===== src/rtl/pc_pkg.sv =====
// Shared definitions for the fetch-stage PC unit: redirect selector encodings
// and default reset/exception addresses.
package pc_pkg;

  typedef enum logic [1:0] {
    SEL_SEQ = 2'd0,
    SEL_BR  = 2'd1,
    SEL_JR  = 2'd2,
    SEL_J   = 2'd3
  } redir_sel_e;

  localparam logic [31:0] DEF_RESET_PC  = 32'h0000_3000;
  localparam logic [31:0] DEF_EXC_PC    = 32'h0000_4180;
  localparam logic [31:0] DEF_IMEM_BASE = 32'h0000_3000;
  localparam logic [31:0] DEF_IMEM_SIZE = 32'h0000_4000;

endpackage


===== src/rtl/npc_target_calc.sv =====
// Combinational control-transfer target for the instruction resolved in D.
// All arithmetic wraps modulo 2^XLEN.
module npc_target_calc
  import pc_pkg::*;
#(
  parameter int unsigned XLEN = 32
) (
  input  logic [1:0]      redir_sel,
  input  logic [XLEN-1:0] base_pc,
  input  logic [XLEN-1:0] imm32,
  input  logic [XLEN-1:0] reg_ra,
  input  logic [25:0]     imm26,
  output logic [XLEN-1:0] target
);

  redir_sel_e      sel;
  logic [XLEN-1:0] seq_pc;

  assign sel    = redir_sel_e'(redir_sel);
  assign seq_pc = base_pc + XLEN'(4);

  always_comb begin
    target = seq_pc;
    unique case (sel)
      SEL_SEQ: target = seq_pc;
      // Dropping the top two offset bits is the word-to-byte shift; sign is preserved modulo 2^XLEN.
      SEL_BR:  target = seq_pc + {imm32[XLEN-3:0], 2'b00};
      SEL_JR:  target = reg_ra;
      SEL_J:   target = {seq_pc[XLEN-1:28], imm26, 2'b00};
      default: target = seq_pc;
    endcase
  end

endmodule


===== src/rtl/pc_unit.sv =====
// Fetch-stage PC register with stall hold, a one-entry buffer for redirects
// arriving during a stall, and exception/ERET redirection.
module pc_unit
  import pc_pkg::*;
#(
  parameter int unsigned     XLEN      = 32,
  parameter logic [XLEN-1:0] RESET_PC  = XLEN'(DEF_RESET_PC),
  parameter logic [XLEN-1:0] EXC_PC    = XLEN'(DEF_EXC_PC),
  parameter logic [XLEN-1:0] IMEM_BASE = XLEN'(DEF_IMEM_BASE),
  parameter logic [XLEN-1:0] IMEM_SIZE = XLEN'(DEF_IMEM_SIZE)
) (
  input  logic            clk,
  input  logic            reset,
  input  logic            stall,
  input  logic            redir_valid,
  input  logic [1:0]      redir_sel,
  input  logic [XLEN-1:0] base_pc,
  input  logic [XLEN-1:0] imm32,
  input  logic [XLEN-1:0] reg_ra,
  input  logic [25:0]     imm26,
  input  logic            exc_req,
  input  logic            eret_req,
  input  logic [XLEN-1:0] epc,
  output logic [XLEN-1:0] pc,
  output logic [XLEN-1:0] npc,
  output logic            redir_pend,
  output logic            adel_f
);

  logic [XLEN-1:0] target;
  logic [XLEN-1:0] pend_target;
  logic [XLEN-1:0] pc_off;
  logic            pend_valid;
  logic            redir_take;
  logic            trap;

  npc_target_calc #(.XLEN(XLEN)) u_target (
    .redir_sel (redir_sel),
    .base_pc   (base_pc),
    .imm32     (imm32),
    .reg_ra    (reg_ra),
    .imm26     (imm26),
    .target    (target)
  );

  assign redir_take = redir_valid && (redir_sel_e'(redir_sel) != SEL_SEQ);
  assign trap       = exc_req || eret_req;

  // NOTE: every branch assigns npc after a default, so no latch is inferred.
  always_comb begin
    npc = pc + XLEN'(4);
    if (exc_req)         npc = EXC_PC;
    else if (eret_req)   npc = epc;
    else if (redir_take) npc = target;
    else if (pend_valid) npc = pend_target;
  end

  // NOTE: state uses non-blocking assignments so every register samples pre-edge values.
  always_ff @(posedge clk or posedge reset) begin
    if (reset) begin
      pc          <= RESET_PC;
      pend_valid  <= 1'b0;
      pend_target <= '0;
    end else begin
      if (trap || !stall) pc <= npc;
      if (trap || !stall) begin
        pend_valid <= 1'b0;
      end else if (redir_take) begin
        pend_valid  <= 1'b1;
        pend_target <= target;
      end
    end
  end

  assign redir_pend = pend_valid;

  // Unsigned offset from the window base: addresses below the base wrap to a large value.
  assign pc_off = pc - IMEM_BASE;
  assign adel_f = (pc[1:0] != 2'b00) || (pc_off >= IMEM_SIZE);

endmodule

===== config.mk =====
export PLATFORM = sky130hd
export DESIGN_NAME = pc_unit
export DESIGN_NICKNAME = d
export VERILOG_FILES = /design/src/rtl/pc_pkg.sv /design/src/rtl/npc_target_calc.sv /design/src/rtl/pc_unit.sv
export SDC_FILE = /design/constraint.sdc
export NUM_CORES = 1
export LEC_CHECK = 0
export ABC_AREA = 1
export CORE_AREA = 2 2 147 149
export CTS_CLUSTER_SIZE = 16
export DETAILED_ROUTE_END_ITERATION = 8
export DIE_AREA = 0 0 149 151
export PLACE_DENSITY = 0.78
export SKIP_LAST_GASP = 1
export SLEW_MARGIN = 25
export SYNTH_ARGS = -nofsm -noshare
export SYNTH_HDL_FRONTEND = slang
export SYNTH_SLANG_ARGS = --single-unit

===== constraint.sdc =====
create_clock -name clk -period 4.3 [get_ports clk]
set_input_delay 0.86 -clock clk [delete_from_list [all_inputs] [get_ports clk]]
set_output_delay 0.86 -clock clk [all_outputs]
set_load 0.01 [all_outputs]

==> flow_metrics.env, run 1 <==
export IMPL_antenna_cells_inserted=0
export IMPL_synth_yosys_seq_area_share=0.198
export IMPL_total_nets_final=2063
export IMPL_max_clock_path_buffers=2
export IMPL_worst_hold_slack_ns=0.480
export IMPL_synth_top_area_share=0.218
export IMPL_antenna_found_initial=0
export IMPL_asyncSetResetFlopFracSynth=1.00
export IMPL_drive_above_1_share=0.362
export IMPL_rsz0062_at_grt="true"
export IMPL_post_synthesis_compound_gate_area_fraction=0.149
export IMPL_vias_per_cell=5.28
export IMPL_crit_buf_inv=4
export IMPL_drt_first_iter_violations=862
export IMPL_gr_total_overflow=0
export IMPL_synth_top_family_by_area="simple AND/OR/NAND/NOR gates"
export IMPL_yosysTopAreaCell="sky130_fd_sc_hd__nand2_1"
export IMPL_cts_hold_buffers=0
export IMPL_die_area_mm2=0.0225
export IMPL_post_synth_and_or_nand_nor_area_fraction=0.446
export IMPL_crit_cells=24
export IMPL_critical_register_to_register_path_endpoint="pc[26]"
export IMPL_setup_viol=22
export IMPL_critical_path_endpoint="npc[25]"
export IMPL_final_max_slew_viol_count=0
export IMPL_arrival_ns=3.79
export IMPL_postLayoutCellArea_mm2=0.0146
export IMPL_synthMostInstantiatedCell="sky130_fd_sc_hd__nand2_1"
export IMPL_htree_num_levels=3
export IMPL_violated_checks="setup timing"
export IMPL_synthesized_area_divided_by_synthesized_cell_count_um2=5.77
export IMPL_global_route_wire_length_before_repair_um=53600
export IMPL_critical_path_slowest_cell="sky130_fd_sc_hd__ha_1"
export IMPL_dr_wl_met2_um=18100
export IMPL_number_of_ports_placed_on_the_die_boundary=228
export IMPL_met3WireLength_um=1920
export IMPL_yosys_warnings=0
export IMPL_ys_types=56
export IMPL_tritoncts_num_sinks=65
export IMPL_first_pass_iters=5
export IMPL_setup_worst_path_end_class="output port"
export IMPL_status="complete, but fails checks"
export IMPL_cts_root_buffer_cell="sky130_fd_sc_hd__clkbuf_16"
export IMPL_irDropWorstVdd_mv=0.163
export IMPL_setup_ws_final_ns=-0.353
export IMPL_placed_cell_area_mm2=0.0120
export IMPL_timing_final_crit_share=1.08
export IMPL_total_power_w=0.00336
export IMPL_synthesis_nets=1625
export IMPL_worstSetupPathType="in2out"
export IMPL_drc=0
export IMPL_leakage_nw=7.05
export IMPL_routed_metal_1_wire_length_um=15200
export IMPL_area_growth_pct=77.2
export IMPL_cp_start_kind="primary input"
export IMPL_count_of_final_hold_check_violations=0
export IMPL_setup_slack_on_the_worst_flop_to_flop_path_ns=1.11
export IMPL_port_bufs=225
export IMPL_worstSetupStartpoint="base_pc[3]"
export IMPL_synthXorXnorAreaFrac=0.0426
export IMPL_timing_critical_path_mode_cell="sky130_fd_sc_hd__nand2_1"
export IMPL_hold_class="reg2reg"
export IMPL_detail_route_antenna_nets=0
export IMPL_post_route_min_period_ns=4.65
export IMPL_num_fill_cells=1707
export IMPL_synthFlopType="sky130_fd_sc_hd__dfrtp_1"
export IMPL_place_congestion=1.00
export IMPL_num_vias=11300
export IMPL_timing_critical_path_slowest_cell_delay_ns=0.29
export IMPL_start_util=0.395
export IMPL_ff2ff_path_depth=21
export IMPL_via_count_of_the_first_global_routing_pass=10500
export IMPL_max_slew_margin=0.385
export IMPL_cts_reportedPaths_clkPinSlew_ns=0.05
export IMPL_synthCells=1425
export IMPL_worst_path_dominant_cell_family="simple AND/OR/NAND/NOR gates"
export IMPL_dieHeight_um=151
export IMPL_place_detailed_hpwl_um=27000
export IMPL_grt_usage=0.302
export IMPL_clock_skew_final_ns=0.00938
export IMPL_worst_slew_pin_slew_ns=0.921
export IMPL_chain_of_cells_forming_the_critical_path="buf_8, ha_4, nand2_4, nor2_4, nand3_4, nor3_4, inv_2, nor3_4, xor2_2, ha_1, nand2_1, nand2_1, inv_2, o21bai_2, a21oi_2, nand3_1, nand2_1, nand3_1, nand2_2, nand2_1, nand2_2, nand2_1, nor2_1, buf_2"
export IMPL_die_w_um=149
export IMPL_yosys_mux_area_fraction=0.00259
export IMPL_mappedNetlistArea_mm2=0.00822
export IMPL_tritoncts="done"
export IMPL_path_max_fanout=4
export IMPL_synth_common_cells="sky130_fd_sc_hd__nand2_1, sky130_fd_sc_hd__nor2_1, sky130_fd_sc_hd__inv_1"
export IMPL_largest_net_degree_at_the_start_of_global_routing=49
export IMPL_max_freq_ghz=0.215
export IMPL_ys_seq_elements=65
export IMPL_most_area_consuming_cells_after_synthesis="sky130_fd_sc_hd__nand2_1, sky130_fd_sc_hd__dfrtp_1, sky130_fd_sc_hd__nor2_1"
export IMPL_finalWirelength_um=37100
export IMPL_top_signal_layer_used="met4"
export IMPL_worstPathRequired_ns=3.44
export IMPL_std_cell_rows=53
export IMPL_avgRoutedWirePerCell_um=17.3
export IMPL_drv_max_cap_violation_count=0
export IMPL_worstReg2RegStart="pc[13]"
export IMPL_cts_inserted_buffers=9
export IMPL_power_density_mw_per_mm2=231
export IMPL_insertion_delay_ns=0.34
export IMPL_placeableCoreArea_mm2=0.0208
export IMPL_synth_fa_ha_area_frac=0.0588
export IMPL_synth_enable_flop_cells=0
registers in the layout (all words and copies together) (netlist names):
| signal | count |
|---|---|
| redir_pend | 1 |
| pc | 32 |
| pend_target | 32 |
layout make-up:
type	count	area (um^2)	share of cell area
repair buffers	476	4150	0.285
well taps	275	344	0.0236
inverters	165	628	0.0431
clock inverters	5	125	0.00859
multi-input cells	1146	7420	0.510
clock buffers	11	253	0.0174
flip-flops and latches	65	1630	0.112
layout by cell type, fill, tap and decap left out, types with 7 or more instances in the layout:
cell type,synthesis,final
sky130_fd_sc_hd__nor2_1,171,136
sky130_fd_sc_hd__nand2_4,1,25
sky130_fd_sc_hd__inv_2,23,44
sky130_fd_sc_hd__nand4_1,22,22
sky130_fd_sc_hd__nand2_2,13,100
sky130_fd_sc_hd__buf_2,20,24
sky130_fd_sc_hd__nand3_4,0,7
sky130_fd_sc_hd__nand2_1,477,364
sky130_fd_sc_hd__ha_4,0,24
sky130_fd_sc_hd__a21oi_4,0,8
sky130_fd_sc_hd__ha_1,37,11
sky130_fd_sc_hd__a21oi_2,2,22
sky130_fd_sc_hd__dlygate4sd2_1,0,7
sky130_fd_sc_hd__dfrtp_1,63,63
sky130_fd_sc_hd__nor2_4,5,29
sky130_fd_sc_hd__o21ai_2,1,11
sky130_fd_sc_hd__xor2_1,31,24
sky130_fd_sc_hd__dlymetal6s2s_1,0,11
sky130_fd_sc_hd__clkbuf_16,0,9
sky130_fd_sc_hd__nor3_4,4,11
sky130_fd_sc_hd__buf_4,3,224
sky130_fd_sc_hd__nand3_2,6,23
sky130_fd_sc_hd__buf_6,1,29
sky130_fd_sc_hd__nor3_1,21,11
sky130_fd_sc_hd__o21ai_0,67,60
sky130_fd_sc_hd__nand3_1,90,66
sky130_fd_sc_hd__inv_1,140,116
sky130_fd_sc_hd__a21oi_1,87,59
sky130_fd_sc_hd__o21ai_1,28,22
sky130_fd_sc_hd__clkdlybuf4s50_1,0,169
sky130_fd_sc_hd__nor3_2,6,9
sky130_fd_sc_hd__nor2_2,5,16
per-layer routing:
metal,vias up,track usage
met5,-,0
met4,0,0.135
met3,115,0.0256
met2,488,0.523
met1,5239,0.384
li1,5465,-
timing repair:
item / 4_1_cts / 5_1_grt
gates cloned: 0 / 0
pin swaps: 131 / 153
buffers inserted: 48 / 27
endpoints found under the setup margin: 29 / 30
resized for setup: 374 / 227
cells by family after synthesis:
group	count (synthesis)
AO/OA/AOI/OAI	222
XOR/XNOR	40
adder cells (fa/ha/maj)	38
buffers and inverters	214
flip-flops	65
multiplexers	2
AND/OR/NAND/NOR	844
worst min path at each step:
stage | start | end | slack, ns | cells past startpoint
final | pend_target[11] | pend_target[11] | 0.48 | 2
after global routing | pend_target[31] | pend_target[31] | 0.51 | 2
after CTS | pend_target[23] | pend_target[23] | 0.48 | 2
after detailed placement | pend_target[24] | pend_target[24] | 0.47 | 2
after global placement | pend_target[26] | pend_target[26] | 0.46 | 2
after floorplan | pend_target[18] | pend_target[18] | 0.44 | 2
power by group:
part | internal [W] | switching (W) | leakage, nW
Clock | 0.000655 | 0.000268 | 0.186
Sequential | 0.000716 | 0.0000892 | 0.804
Combinational | 0.000770 | 0.000865 | 6.06
Total | 0.00214 | 0.00122 | 7.05
per-stage QoR:
stage / util / setup slack, ns / std cells / TNS, ns
3_3_place_gp: 0.575 / -1.29 / 2055 / -27.71
3_5_place_dp: 0.575 / -1.39 / 2055 / -29.94
5_1_grt: 0.699 / -0.538 / 2143 / -8.75
2_1_floorplan: - / 0.0644 / 1425 / 0
6_report: 0.699 / -0.353 / 2143 / -4.82
4_1_cts: 0.652 / -0.331 / 2118 / -4.60
worst register-to-register path, stage by stage, from the launching register on:
cell and delay [ns]:
sky130_fd_sc_hd__dfstp_2 0.58, sky130_fd_sc_hd__nand2_1 0.13, sky130_fd_sc_hd__nor2_1 0.21, sky130_fd_sc_hd__nand2_2 0.10, sky130_fd_sc_hd__nor2_4 0.19, sky130_fd_sc_hd__nand3_2 0.09
sky130_fd_sc_hd__a21oi_1 0.12, sky130_fd_sc_hd__o21ai_1 0.09, sky130_fd_sc_hd__a21oi_1 0.16, sky130_fd_sc_hd__nand2_2 0.09, sky130_fd_sc_hd__buf_4 0.13, sky130_fd_sc_hd__buf_4 0.12
sky130_fd_sc_hd__buf_4 0.12, sky130_fd_sc_hd__buf_4 0.12, sky130_fd_sc_hd__buf_4 0.12, sky130_fd_sc_hd__buf_4 0.12, sky130_fd_sc_hd__buf_4 0.12, sky130_fd_sc_hd__buf_4 0.12
sky130_fd_sc_hd__buf_4 0.12, sky130_fd_sc_hd__buf_4 0.12, sky130_fd_sc_hd__nand3_1 0.05, sky130_fd_sc_hd__nand2_1 0.06
(Power assumes the default switching activity.)
==> run 2, diff against run 1 <==
--- a/config.mk
+++ b/config.mk
@@ -6,13 +6,15 @@
 export NUM_CORES = 1
 export LEC_CHECK = 0
 export ABC_AREA = 1
-export CORE_AREA = 2 2 147 149
+export ABC_CLOCK_PERIOD_IN_PS = 4300
+export CORE_AREA = 2 2 150 152
 export CTS_CLUSTER_SIZE = 16
 export DETAILED_ROUTE_END_ITERATION = 8
-export DIE_AREA = 0 0 149 151
-export PLACE_DENSITY = 0.78
+export DIE_AREA = 0 0 152 154
+export PLACE_DENSITY = 0.77
 export SKIP_LAST_GASP = 1
 export SLEW_MARGIN = 25
 export SYNTH_ARGS = -nofsm -noshare
 export SYNTH_HDL_FRONTEND = slang
+export SYNTH_HIERARCHICAL = 1
 export SYNTH_SLANG_ARGS = --single-unit
==> run 2 against run 1 <==
Effect of this change:
- the flow still finishes with violations (setup timing)
- critical path depth grew 2
- clock-buffer cell count grew 1
- sequential share of layout area shrank 0.19 points
- first-iteration DRC count grew 33%
- clock power shrank 15%
- die area grew 4.0%
- synthesized area grew 4.4%
- utilization shrank 1.6 points
- combinational power shrank 2%
- critical endpoint is now npc[22]
- largest power group unchanged
==> flow_metrics.env, run 2 <==
export IMPL_drive_above_1_share=0.326
export IMPL_place_detailed_hpwl_um=28200
export IMPL_violated_checks="setup timing"
export IMPL_synth_top_area_share=0.233
export IMPL_met1_usage=0.385
export IMPL_internal_power_w=0.00200
export IMPL_most_area_consuming_cells_after_synthesis="sky130_fd_sc_hd__nand2_1, sky130_fd_sc_hd__dfrtp_1, sky130_fd_sc_hd__nor2_1"
export IMPL_layout_commonest_cell="sky130_fd_sc_hd__nand2_1"
export IMPL_synthCells=1537
export IMPL_ys_seq_elements=65
export IMPL_insertion_delay_ns=0.34
export IMPL_drv_max_cap_violation_count=0
export IMPL_synthesized_area_divided_by_synthesized_cell_count_um2=5.58
export IMPL_path_max_fanout=3
export IMPL_num_fill_cells=1786
export IMPL_cts_inserted_buffers=9
export IMPL_number_of_ports_placed_on_the_die_boundary=228
export IMPL_layer_with_the_highest_usage="met2"
export IMPL_synth_fa_ha_area_frac=0.0548
export IMPL_status="complete, but fails checks"
export IMPL_hold_path_startpoint="pend_target[10]"
export IMPL_total_area_of_multi_input_combinational_cells_mm2=0.00732
export IMPL_synthesis_nets=1736
export IMPL_global_route_wire_length_before_repair_um=57600
export IMPL_antenna_found_initial=0
export IMPL_via_count_of_the_first_global_routing_pass=11300
export IMPL_avgRoutedWirePerCell_um=16.9
export IMPL_dieHeight_um=154
export IMPL_ff2ff_path_depth=18
export IMPL_antenna_cells_inserted=0
export IMPL_final_seq_area_mm2=0.00163
export IMPL_leakage_nw=7.26
export IMPL_max_freq_ghz=0.204
export IMPL_mappedNetlistArea_mm2=0.00858
export IMPL_power_density_mw_per_mm2=215
export IMPL_detail_route_antenna_nets=0
export IMPL_critical_register_to_register_path_endpoint="pc[7]"
export IMPL_power_share_clock=0.245
export IMPL_final_max_slew_viol_count=0
export IMPL_yosys_warnings=6
export IMPL_ys_types=50
export IMPL_max_slew_margin=0.458
export IMPL_cp_start_kind="primary input"
export IMPL_setup_ws_final_ns=-0.599
export IMPL_synth_top_family_by_area="simple AND/OR/NAND/NOR gates"
export IMPL_share_seq_of_total_power=0.255
export IMPL_place_congestion=0.986
export IMPL_gr_total_overflow=0
export IMPL_cts_root_buffer_cell="sky130_fd_sc_hd__clkbuf_16"
export IMPL_post_route_min_period_ns=4.90
export IMPL_cts_reportedPaths_clkPinSlew_ns=0.06
export IMPL_yosysTopAreaCell="sky130_fd_sc_hd__nand2_1"
export IMPL_port_bufs=225
export IMPL_drc=0
export IMPL_num_vias=12000
export IMPL_clock_skew_final_ns=0.00823
export IMPL_vias_per_cell=5.24
export IMPL_worstReg2RegStart="pc[2]"
export IMPL_share_comb_of_total_power=0.500
export IMPL_timing_final_crit_share=1.14
export IMPL_yosys_mux_area_fraction=0.00511
export IMPL_drt_first_iter_violations=1143
export IMPL_setup_worst_path_end_class="output port"
export IMPL_worst_hold_path_num_cells=2
export IMPL_cts_hold_buffers=0
export IMPL_worst_slew_pin_slew_ns=0.811
export IMPL_tritoncts_num_sinks=65
export IMPL_synth_enable_flop_cells=0
export IMPL_die_area_mm2=0.0234
export IMPL_post_synth_and_or_nand_nor_area_fraction=0.486
export IMPL_synth_common_cells="sky130_fd_sc_hd__nand2_1, sky130_fd_sc_hd__nor2_1, sky130_fd_sc_hd__inv_1"
export IMPL_start_util=0.396
export IMPL_irDropWorstVdd_mv=0.141
export IMPL_synthFlopType="sky130_fd_sc_hd__dfrtp_1"
export IMPL_power_switching_w=0.00118
export IMPL_std_cell_rows=54
export IMPL_synthXorXnorAreaFrac=0.0274
export IMPL_largest_net_degree_at_the_start_of_global_routing=49
export IMPL_synth_yosys_seq_area_share=0.190
export IMPL_rsz0062_at_grt="true"
export IMPL_max_clock_path_buffers=2
export IMPL_first_pass_iters=5
export IMPL_die_w_um=152
export IMPL_p_sw_frac=0.371
export IMPL_area_growth_pct=72.6
export IMPL_tritoncts="done"
export IMPL_worstPathRequired_ns=3.44
export IMPL_setup_viol=26
export IMPL_finalWirelength_um=38800
export IMPL_grt_usage=0.303
export IMPL_globalRouteMet3Util=0.0240
export IMPL_total_nets_final=2212
export IMPL_post_synthesis_compound_gate_area_fraction=0.123
export IMPL_total_power_w=0.00319
export IMPL_setup_slack_on_the_worst_flop_to_flop_path_ns=0.91
export IMPL_asyncSetResetFlopFracSynth=1.00
export IMPL_commonest_cells_after_routing_fill_and_taps_aside="sky130_fd_sc_hd__nand2_1, sky130_fd_sc_hd__buf_4, sky130_fd_sc_hd__clkdlybuf4s50_1, sky130_fd_sc_hd__nor2_1, sky130_fd_sc_hd__inv_1"
export IMPL_hold_critical_path_endpoint="pend_target[10]"
export IMPL_placeableCoreArea_mm2=0.0217
export IMPL_arrival_ns=4.04
export IMPL_synthMostInstantiatedCell="sky130_fd_sc_hd__nand2_1"
export IMPL_final_core_utilization=0.683
export IMPL_grt_util_met2=0.543
export IMPL_count_of_final_hold_check_violations=0
export IMPL_hold_class="reg2reg"
export IMPL_htree_num_levels=3
export IMPL_worstSetupPathType="in2out"
==> run 2: cell types whose count changed after synthesis, sizes merged, moves of 13 or more <==
cell,change
a21oi,-45
a22o,+13
inv,+36
nand2,+56
nor2,+51
nor3,-14
or2,+14
==> run 2: worst max-delay path, stage by stage <==
cell and delay, ns:
sky130_fd_sc_hd__dlygate4sd2_1 0.25, sky130_fd_sc_hd__buf_4 0.15, sky130_fd_sc_hd__nand2_4 0.10, sky130_fd_sc_hd__nor2_8 0.04
sky130_fd_sc_hd__buf_6 0.12, sky130_fd_sc_hd__buf_12 0.12, sky130_fd_sc_hd__xor2_2 0.17, sky130_fd_sc_hd__ha_1 0.40
sky130_fd_sc_hd__nand2_2 0.11, sky130_fd_sc_hd__nor2_2 0.18, sky130_fd_sc_hd__inv_2 0.08, sky130_fd_sc_hd__nor2_1 0.14
sky130_fd_sc_hd__nand2_1 0.11, sky130_fd_sc_hd__nand3_4 0.13, sky130_fd_sc_hd__buf_12 0.12, sky130_fd_sc_hd__nand2_2 0.05
sky130_fd_sc_hd__nand3b_1 0.09, sky130_fd_sc_hd__nand3_2 0.11, sky130_fd_sc_hd__nand3b_1 0.10, sky130_fd_sc_hd__inv_1 0.06
sky130_fd_sc_hd__o21ai_1 0.13, sky130_fd_sc_hd__inv_1 0.06, sky130_fd_sc_hd__nand2_2 0.09, sky130_fd_sc_hd__nand2_1 0.07
sky130_fd_sc_hd__nor2_2 0.07, sky130_fd_sc_hd__buf_2 0.13
==> run 2: area by class of cell <==
| cell class | count | share of cell area |
|---|---|---|
| inverter | 201 | 0.0515 |
| timing repair buffer | 512 | 0.299 |
| tap | 280 | 0.0237 |
| multi-input combinational | 1224 | 0.494 |
| clock buffer | 12 | 0.0166 |
| sequential | 65 | 0.110 |
| clock inverter | 3 | 0.00439 |
==> run 2: worst max-delay path by stage <==
stage	to	slack, ns	from	depth (start not counted)
6_report	npc[22]	-0.60	base_pc[10]	26
4_1_cts	npc[21]	-0.52	base_pc[3]	29
3_3_place_gp	npc[21]	-1.56	base_pc[2]	26
5_1_grt	npc[13]	-0.78	base_pc[3]	29
3_5_place_dp	npc[21]	-1.67	base_pc[2]	26
2_1_floorplan	npc[29]	0.01	base_pc[2]	24
==> run 2: cell families after synthesis <==
kind of cell	Yosys count
mux	4
buf+inv	248
compound gates	187
xor+xnor	26
fa+ha+maj	37
flops	65
simple gates	970
==> run 2: stage by stage <==
stage          setup slack (ns)  setup TNS [ns]  std cells  area [um^2]  hold WS (ns)
3_5_place_dp              -1.67          -35.44       2205        12600         0.461
2_1_floorplan            0.0118               0       1537         8580         0.443
4_1_cts                  -0.522           -9.54       2277        14100         0.475
5_1_grt                  -0.778          -15.48       2297        14800         0.501
3_3_place_gp              -1.56          -33.04       2205        12600         0.457
6_report                 -0.599          -10.25       2297        14800         0.475
==> run 2: power by group through the flow <==
stage	sequential (W)	combinational (W)	clock (W)
finish	0.000813	0.00159	0.000781
floorplan	0.000800	0.000614	0
detailed placement	0.000819	0.00127	0
CTS	0.000810	0.00142	0.000795
global placement	0.000815	0.00125	0
global route	0.000824	0.00172	0.000822
==> run 2: repair_timing <==
item	CTS	global route
endpoints found under the setup margin	29	29
cloned	0	0
resized for setup	332	185
setup buffers	57	20
pin swaps	96	122
==> run 2: routing by layer <==
metal  vias to the layer above  wire length (um)
li1                       5812                 -
met1                      5511             15700
met2                       603             19000
met3                       111              2450
met4                         0              1580
met5                         -                 0
==> run 3, diff against run 2 <==
--- a/config.mk
+++ b/config.mk
@@ -8,6 +8,7 @@
 export ABC_AREA = 1
 export ABC_CLOCK_PERIOD_IN_PS = 4300
 export CORE_AREA = 2 2 150 152
+export CTS_CLUSTER_DIAMETER = 60
 export CTS_CLUSTER_SIZE = 16
 export DETAILED_ROUTE_END_ITERATION = 8
 export DIE_AREA = 0 0 152 154
==> results of run 3 <==
Final layout, timing and power as in run 2 (identical DEF).
